## src/rtl/bus_fifo_pkg.sv

```systemverilog
// Shared defaults and limits for the bus_fifo block and its storage.
package bus_fifo_pkg;
    localparam int DEPTH_DEF = 4;
    localparam int DW_DEF    = 8;
    localparam int DEPTH_MAX = 16;
endpackage

```

## src/rtl/bus_fifo_if.sv

```systemverilog
// Valid/ready bus around the FIFO: upstream s_* side and downstream m_* side.
//
// Handshake: a word moves on a rising clock edge where valid && ready. A
// producer holds data stable while valid is high and ready is low; valid
// never waits on ready.
interface bus_fifo_if #(
    parameter int DW = bus_fifo_pkg::DW_DEF
);
    logic [DW-1:0] s_data;
    logic          s_valid;
    logic          s_ready;
    logic [DW-1:0] m_data;
    logic          m_valid;
    logic          m_ready;

    // The FIFO itself sits on the slave side of both streams.
    modport slave (
        input  s_data, s_valid, m_ready,
        output s_ready, m_data, m_valid
    );

    // Producer and consumer stages around the FIFO.
    modport master (
        output s_data, s_valid, m_ready,
        input  s_ready, m_data, m_valid
    );
endinterface

```

## src/rtl/bus_fifo_mem.sv

```systemverilog
// DEPTH x DW register array: one synchronous write port, one asynchronous read port.
// Contents are never cleared; the control logic decides what is visible.
module bus_fifo_mem #(
    parameter  int DEPTH = bus_fifo_pkg::DEPTH_DEF,
    parameter  int DW    = bus_fifo_pkg::DW_DEF,
    localparam int AW    = $clog2(DEPTH)
) (
    input  logic          clk,
    input  logic          we_i,
    input  logic [AW-1:0] waddr_i,
    input  logic [DW-1:0] wdata_i,
    input  logic [AW-1:0] raddr_i,
    output logic [DW-1:0] rdata_o
);
    logic [DW-1:0] mem_q [DEPTH];

    always_ff @(posedge clk) begin
        if (we_i) begin
            mem_q[waddr_i] <= wdata_i;
        end
    end

    assign rdata_o = mem_q[raddr_i];
endmodule

```

## src/rtl/bus_fifo.sv

```systemverilog
// Valid/ready FIFO with occupancy, peak-occupancy and transfer counters.
// No pass-through: a pushed word is visible one cycle later at the earliest.
module bus_fifo
    import bus_fifo_pkg::*;
#(
    parameter  int DEPTH = DEPTH_DEF,
    parameter  int DW    = DW_DEF,
    localparam int AW    = $clog2(DEPTH),
    localparam int CW    = $clog2(DEPTH) + 1
) (
    input  logic          clk,
    input  logic          rst,
    input  logic          flush,
    bus_fifo_if.slave     bus,
    output logic [CW-1:0] count,
    output logic [CW-1:0] high_water,
    output logic [31:0]   xfer_cnt
);
    logic [AW-1:0] wptr_q, wptr_d;
    logic [AW-1:0] rptr_q, rptr_d;
    logic [CW-1:0] count_q, count_d;
    logic [CW-1:0] hw_q, hw_d;
    logic [31:0]   xfer_cnt_q, xfer_cnt_d;
    logic          push, pop;

    assign bus.s_ready = (count_q != CW'(DEPTH));
    assign bus.m_valid = (count_q != '0);

    assign push = bus.s_valid && bus.s_ready;
    assign pop  = bus.m_valid && bus.m_ready;

    always_comb begin
        wptr_d     = wptr_q;
        rptr_d     = rptr_q;
        count_d    = count_q;
        hw_d       = hw_q;
        xfer_cnt_d = xfer_cnt_q;
        // Flush drops any same-cycle push/pop but keeps the transfer count.
        if (flush) begin
            wptr_d  = '0;
            rptr_d  = '0;
            count_d = '0;
            hw_d    = '0;
        end else begin
            if (push) begin
                wptr_d = wptr_q + 1'b1;
            end
            if (pop) begin
                rptr_d     = rptr_q + 1'b1;
                xfer_cnt_d = xfer_cnt_q + 32'd1;
            end
            count_d = count_q + {{(CW-1){1'b0}}, push} - {{(CW-1){1'b0}}, pop};
            if (count_d > hw_q) begin
                hw_d = count_d;
            end
        end
    end

    always_ff @(posedge clk) begin
        if (rst) begin
            wptr_q     <= '0;
            rptr_q     <= '0;
            count_q    <= '0;
            hw_q       <= '0;
            xfer_cnt_q <= '0;
        end else begin
            wptr_q     <= wptr_d;
            rptr_q     <= rptr_d;
            count_q    <= count_d;
            hw_q       <= hw_d;
            xfer_cnt_q <= xfer_cnt_d;
        end
    end

    bus_fifo_mem #(
        .DEPTH (DEPTH),
        .DW    (DW)
    ) u_mem (
        .clk     (clk),
        .we_i    (push && !flush && !rst),
        .waddr_i (wptr_q),
        .wdata_i (bus.s_data),
        .raddr_i (rptr_q),
        .rdata_o (bus.m_data)
    );

    assign count      = count_q;
    assign high_water = hw_q;
    assign xfer_cnt   = xfer_cnt_q;
endmodule

```

## src/flat_wrapper.sv

```systemverilog
// flat-port wrapper written by rule: the top's interface ports become plain ports
module bus_fifo_flat import bus_fifo_pkg::*;
#(
    parameter  int DEPTH = DEPTH_DEF,
    parameter  int DW    = DW_DEF,
    localparam int AW    = $clog2(DEPTH),
    localparam int CW    = $clog2(DEPTH) + 1
)
  (clk, rst, flush, count, high_water, xfer_cnt, bus_s_data, bus_s_valid, bus_m_ready, bus_s_ready, bus_m_data, bus_m_valid);
  bus_fifo_if #(.DW(DW)) bus_i ();
  input  logic clk;
  input  logic rst;
  input  logic flush;
  output logic [CW-1:0] count;
  output logic [CW-1:0] high_water;
  output logic [31:0] xfer_cnt;
  input wire logic [$bits(bus_i.s_data)-1:0] bus_s_data;
  input wire logic [$bits(bus_i.s_valid)-1:0] bus_s_valid;
  input wire logic [$bits(bus_i.m_ready)-1:0] bus_m_ready;
  output wire logic [$bits(bus_i.s_ready)-1:0] bus_s_ready;
  output wire logic [$bits(bus_i.m_data)-1:0] bus_m_data;
  output wire logic [$bits(bus_i.m_valid)-1:0] bus_m_valid;
  assign bus_i.s_data = bus_s_data;
  assign bus_i.s_valid = bus_s_valid;
  assign bus_i.m_ready = bus_m_ready;
  assign bus_s_ready = bus_i.s_ready;
  assign bus_m_data = bus_i.m_data;
  assign bus_m_valid = bus_i.m_valid;
  bus_fifo #(.DEPTH(DEPTH), .DW(DW)) u_core (.clk(clk), .rst(rst), .flush(flush), .bus(bus_i), .count(count), .high_water(high_water), .xfer_cnt(xfer_cnt));
endmodule
```

## config.mk

```make
export PLATFORM = sky130hd
export DESIGN_NAME = bus_fifo_flat
export DESIGN_NICKNAME = d
export VERILOG_FILES = /design/src/rtl/bus_fifo_pkg.sv /design/src/rtl/bus_fifo_if.sv /design/src/rtl/bus_fifo_mem.sv /design/src/rtl/bus_fifo.sv /design/src/flat_wrapper.sv
export SDC_FILE = /design/constraint.sdc
export NUM_CORES = 1
export LEC_CHECK = 0
export ABC_AREA = 1
export BUFFER_PORTS_ARGS = -buffer_cell sky130_fd_sc_hd__buf_2
export CORE_MARGIN = 4
export CORE_UTILIZATION = 33
export DETAILED_ROUTE_END_ITERATION = 8
export PLACE_DENSITY = 0.61
export SLEW_MARGIN = 25
export SYNTH_ARGS = -nofsm -noshare
export SYNTH_HDL_FRONTEND = slang
export SYNTH_HIERARCHICAL = 1
export SYNTH_SLANG_ARGS = --single-unit
export TNS_END_PERCENT = 5
```

## constraint.sdc

```tcl
create_clock -name clk -period 3.8 [get_ports clk]
set_input_delay 0.38 -clock clk [delete_from_list [all_inputs] [get_ports clk]]
set_output_delay 0.38 -clock clk [all_outputs]
set_load 0.05 [all_outputs]
```

After elaboration in Yosys (flattened, before gate mapping) --
Memory sizes are Yosys's and may differ from the RTL's. A register that Yosys moved wholly into a read port is not among the register bits. Cells that the tools add are included.
Word-level totals: memories kept 1, RAM bits 32, register bits 42, bits of input ports 13, output and inout bits 48
Cells by class: mux-type cells 4, reduce and logical (&&, ||, !) cells 9, add/sub/neg operators 5, eq/ne operators 1, magnitude comparators 1, bitwise operators 1
Memories:
- u_core.u_mem.mem_q | depth 4, bits a word 8, rd ports 1, clocked after Yosys merged registers in 1, wr ports 1, RTL line bus_fifo_mem.sv:15 | logic [DW-1:0] mem_q [DEPTH];
Operator list (count):
- 32-bit by 1-bit adder with 32-bit output (second input constant) | 1
- 2-bit by 1-bit adder with 2-bit output (second input constant) | 2
- 1-bit logical AND | 4
- 2-bit 2-to-1 mux | 2
- 3-bit by 1-bit adder with 3-bit output | 1
- 3-bit greater-than comparator | 1
- 3-bit != test (second input constant) | 1
- 3-bit nonzero test | 1
- 3-bit by 1-bit subtractor with 3-bit output | 1
- 1-bit zero test | 2
- 1-bit 2-to-1 mux | 2
- 2-bit AND reduction | 1
- 2-bit OR reduction | 1
- 1-bit NOT | 1

Logic depth before layout (Yosys ltp) --
depth in word-level cells 6, mapped depth 17, mapped depth without buffers 17

By module --
The synthesis kept the hierarchy.
By module, submodules not included:
- bus_fifo | cells each 371, sequential area each 840.8 um^2, times used 1, area each 2404.8 um^2
- bus_fifo_mem | cells each 133, sequential area each 960.9 um^2, times used 1, area each 1387.6 um^2

Least setup slack after synthesis --
Ideal clock, no wire load.
path kind reg-to-reg, start point register u_core.count_q[1], in the netlist u_core/count[1], end point register u_core.hw_q[0], in the netlist u_core/high_water[0], arrival time 3.528 ns, slack 0.158 ns, clock period less this slack 3.642 ns, stages on the path, launching flop included 17, cell sequence dfxtp_1 nor2_1 nand2_1 nand2_1 ha_1 inv_1 ha_1 fa_1 xor2_1 xor2_1 inv_1 ha_1 nand3_1 a32oi_1 nand2_1 nand2_1 nor2_1
On the way: word-level cells in the longest chain between the ends 5, elaborated cells on any way between the ends 7
RTL lines:
- start, declared | RTL line bus_fifo.sv:21 | logic [CW-1:0] count_q, count_d;
- start signal, assigned | RTL line bus_fifo.sv:69 | count_q <= count_d;
- 3-bit != test * | RTL line bus_fifo.sv:26 | assign bus.s_ready = (count_q != CW'(DEPTH));
- via bus_s_ready | RTL line flat_wrapper.sv:20 | output wire logic [$bits(bus_i.s_ready)-1:0] bus_s_ready;
- 1-bit logical AND * | RTL line bus_fifo.sv:29 | assign push = bus.s_valid && bus.s_ready;
- 3-bit by 1-bit adder with 3-bit output * | RTL line bus_fifo.sv:52 | count_d = count_q + {{(CW-1){1'b0}}, push} - {{(CW-1){1'b0}}, pop};
- 3-bit by 1-bit subtractor with 3-bit output * | RTL line bus_fifo.sv:52
- 3-bit greater-than comparator | RTL line bus_fifo.sv:53 | if (count_d > hw_q) begin
- end signal, assigned | RTL line bus_fifo.sv:70 | hw_q <= hw_d;
- end, declared | RTL line bus_fifo.sv:22 | logic [CW-1:0] hw_q, hw_d;
Mark *: on every way through the listed nets, which the timed path passes. The rest lies on a longest branch. A chain may end at the register's enable or synchronous reset.

Worst setup path after layout --
start point register u_core.count_q[1], in the netlist u_core/count[1], end point register u_core.hw_q[1], in the netlist u_core/high_water[1]
On the way: elaborated cells on any way between the ends 7
RTL lines:
- 3-bit nonzero test * | RTL line bus_fifo.sv:27 | assign bus.m_valid = (count_q != '0);
- 1-bit logical AND * | RTL line bus_fifo.sv:30 | assign pop = bus.m_valid && bus.m_ready;
- via u_core.pop | RTL line bus_fifo.sv:24 | logic push, pop;
- 3-bit by 1-bit subtractor with 3-bit output * | RTL line bus_fifo.sv:52
- 3-bit greater-than comparator | RTL line bus_fifo.sv:53
Marks and branches as above.

==> results.yml <==
status:
  outcome: "finished clean"
yosys:
  synth_top_area_share_pct: 25.3
  syn_nets: 524
  ys_types: 32
  synth_area_mm2: 0.00379
  synth_largest_area_cell: "edfxtp_1"
  synth_area_per_cell_um2: 7.52
  synth-seq-cells: 74
  yosysWarnings: 6
  seq_area_frac_synth_pct: 47.5
  netlist_instances: 504
  synth.top_cells.by_area: "edfxtp_1, dfxtp_1, nand2_1"
critical_path:
  endpoint_kind: "flip-flop"
  path_max_fanout: 6
  cp_cell_sequence: "nor2_1 -> nand2_2 -> nand2_1 -> inv_1 -> ha_1 -> inv_1 -> ha_1 -> fa_1 -> xor2_1 -> xor2_1 -> inv_1 -> ha_1 -> a21oi_1 -> a32oi_1 -> nand2_1 -> nand2_1 -> nor2_1"
  cp_slowest_cell: "a32oi_1"
  cp_slowest_stage_delay_ns: 0.41
  crit_path_start_kind: "flip-flop"
  r2r_cells: 17
  worst_ep_arrival_time_ns: 3.49
  required_ns: 4.02
  path_class: "reg -> reg"
sta:
  rsz0062_at_grt: "false"
  final_hold_viol_count: 0
  tightestPinTransition_ns: 0.817
  fin_crit_sh_pct: 85.8
  hold_ws_ns: 0.271
  setup_viol: 0
  fin_skew_ns: 0.00721
  fin_tns_setup_ns: 0
  relSlewSlack_pct: 45.5
  period_needed_ns: 3.26
  timing.fmax_mhz: 307
  drv_slew: 0
route:
  ant_nets: 0
  drc_errors: 0
  detail_route.wl_per_cell_um: 12.3
  via_per_inst: 4.61
  drt_iter0_drc: 129
  dr.pass1.iters: 4
  wl_um: 8800
  via_count: 3295
final_layout:
  fill_cells: 1139
  regArea_mm2: 0.00180
  drive_gt1_share_pct: 17.4
  final_cells: 715
  multi_input_area_mm2: 0.00156
  finalNetCount: 590
  diodes: 0
  area_growth_pct: 20.6
global_route:
  antenna_found_initial: 0
  grt_first_pass_wirelength_um: 15000
  grt_max_degree: 26
  grt_pass1_vias: 3246
  grt_usage_pct: 14.2
  overflow: 0
worst_hold_path:
  min_path_cells: 1
  min_path_type: "in -> reg"
die:
  dieArea_mm2: 0.0133
  core_area_mm2: 0.0110
  fp.dieH_um: 115
  start_util_pct: 34.4
  fp.dieW_um: 115
  rows: 38
  io_pins: 61
clock_network:
  cts_setup_buffers: 0
  cts_sinks: 74
  cts_buffer_depth: 2
  clockRootBuffer: "clkbuf_16"
  numCtsBuffers: 9
  postCtsHoldBufs: 0
  cts_max_level: 3
  cts_tree: "built"
  insertion_delay_ns: 0.33
  cts_resized: 0
  clk_pin_slew_ns: 0.06
place:
  dp_hpwl_um: 6330
  place.gp.congestion: 0.834
  dp_cells: 699
  io_buffers: 60
pwr:
  leakage_nw: 2.00
  power.total_w: 0.00212
  power_density_mw_per_mm2: 464
  peakVddDrop_v: 0.000234
flow_run:
  max-cap-violations: 0
## flip-flops by register name, summed over array words and instances (netlist names)
signal and flops:
u_core/rptr_q 2, u_core/xfer_cnt 32, u_core/u_mem/mem_q 32, u_core/count 3
u_core/high_water 3, u_core/wptr_q 2
## path summary, 6_finish.rpt
path | slack, ns | startpoint | to
worst max-delay path | 0.54 | u_core/count[1] | u_core/high_water[1]
worst min register to register | 0.50 | u_core/high_water[2] | u_core/high_water[2]
worst min-delay path | 0.27 | bus_s_data[1] | u_core/u_mem/mem_q[1][1]
worst max register to register | 0.54 | u_core/count[1] | u_core/high_water[1]
## synth_stat cells, drive strengths merged
cell type	number
a21oi	21
a31oi	1
a32oi	1
and2	1
buf	8
clkbuf	1
clkinv	1
dfxtp	42
edfxtp	32
fa	1
ha	6
inv	94
nand2	135
nand3	43
nand4	8
nor2	85
nor3	8
o21a	3
o21ai	8
xnor2	3
xor2	2
## kinds of logic after synthesis
logic type                 after synthesis  synth area share [%]
DFF                                     74                  47.5
adders and majority gates                7                  2.51
buffers and inverters                  104                  11.3
AOI/OAI and AO/OA                       34                  4.92
xor gates and xnor gates                 5                  1.15
and+or+nand+nor                        280                  32.6
## routing by layer
metal	track usage, %	share of wire (%)	vias up
li1	-	-	1700
met1	17.0	44	1513
met2	24.9	50	75
met3	3.89	4.8	7
met4	3.83	1.0	0
met5	0	0	-
## where the power goes
part	internal [W]	switching [W]
sequential	0.000849	0.0000159
clock	0.000644	0.000330
combinational	0.0000783	0.000206
## metrics by stage
stage / utilization, % / setup slack (ns) / instance area (um2)
floorplan: - / 0.158 / 3790
global placement: 38.3 / 0.722 / 4230
detailed placement: 38.3 / 0.534 / 4230
CTS: 41.5 / 0.533 / 4570
global route: 41.5 / 0.252 / 4570
finish: 41.5 / 0.538 / 4570
## cell usage in the layout, fill, tap and decap left out, types with 9 or more instances in the layout
cell / Yosys / routed
buf_2: 1 / 60
nor2_1: 73 / 73
dfxtp_1: 42 / 42
edfxtp_1: 32 / 32
inv_1: 93 / 93
nand3_1: 40 / 40
nand2_1: 133 / 133
a21oi_1: 20 / 20
clkbuf_16: 0 / 9
## worst max-delay path, delay by kind of cell (launching register included)
| kind | cells | cell delay, ns |
|---|---|---|
| xor gates and xnor gates | 2 | 0.41 |
| AOI/OAI and AO/OA | 2 | 0.49 |
| buffers and inverters | 3 | 0.19 |
| and+or+nand+nor | 6 | 0.59 |
| adders and majority gates | 4 | 1.15 |
| DFF | 1 | 0.33 |
## area by class of cell
| class | instances | share of cell area, % |
|---|---|---|
| clock inverter | 6 | 2.52 |
| sequential | 74 | 39.4 |
| clock buffer | 10 | 5.01 |
| timing repair buffer | 64 | 7.22 |
| tap | 140 | 3.83 |
| multi-input combinational | 326 | 34.2 |
| inverter | 95 | 7.85 |
Note: power is estimated with default switching activity, not from simulation.
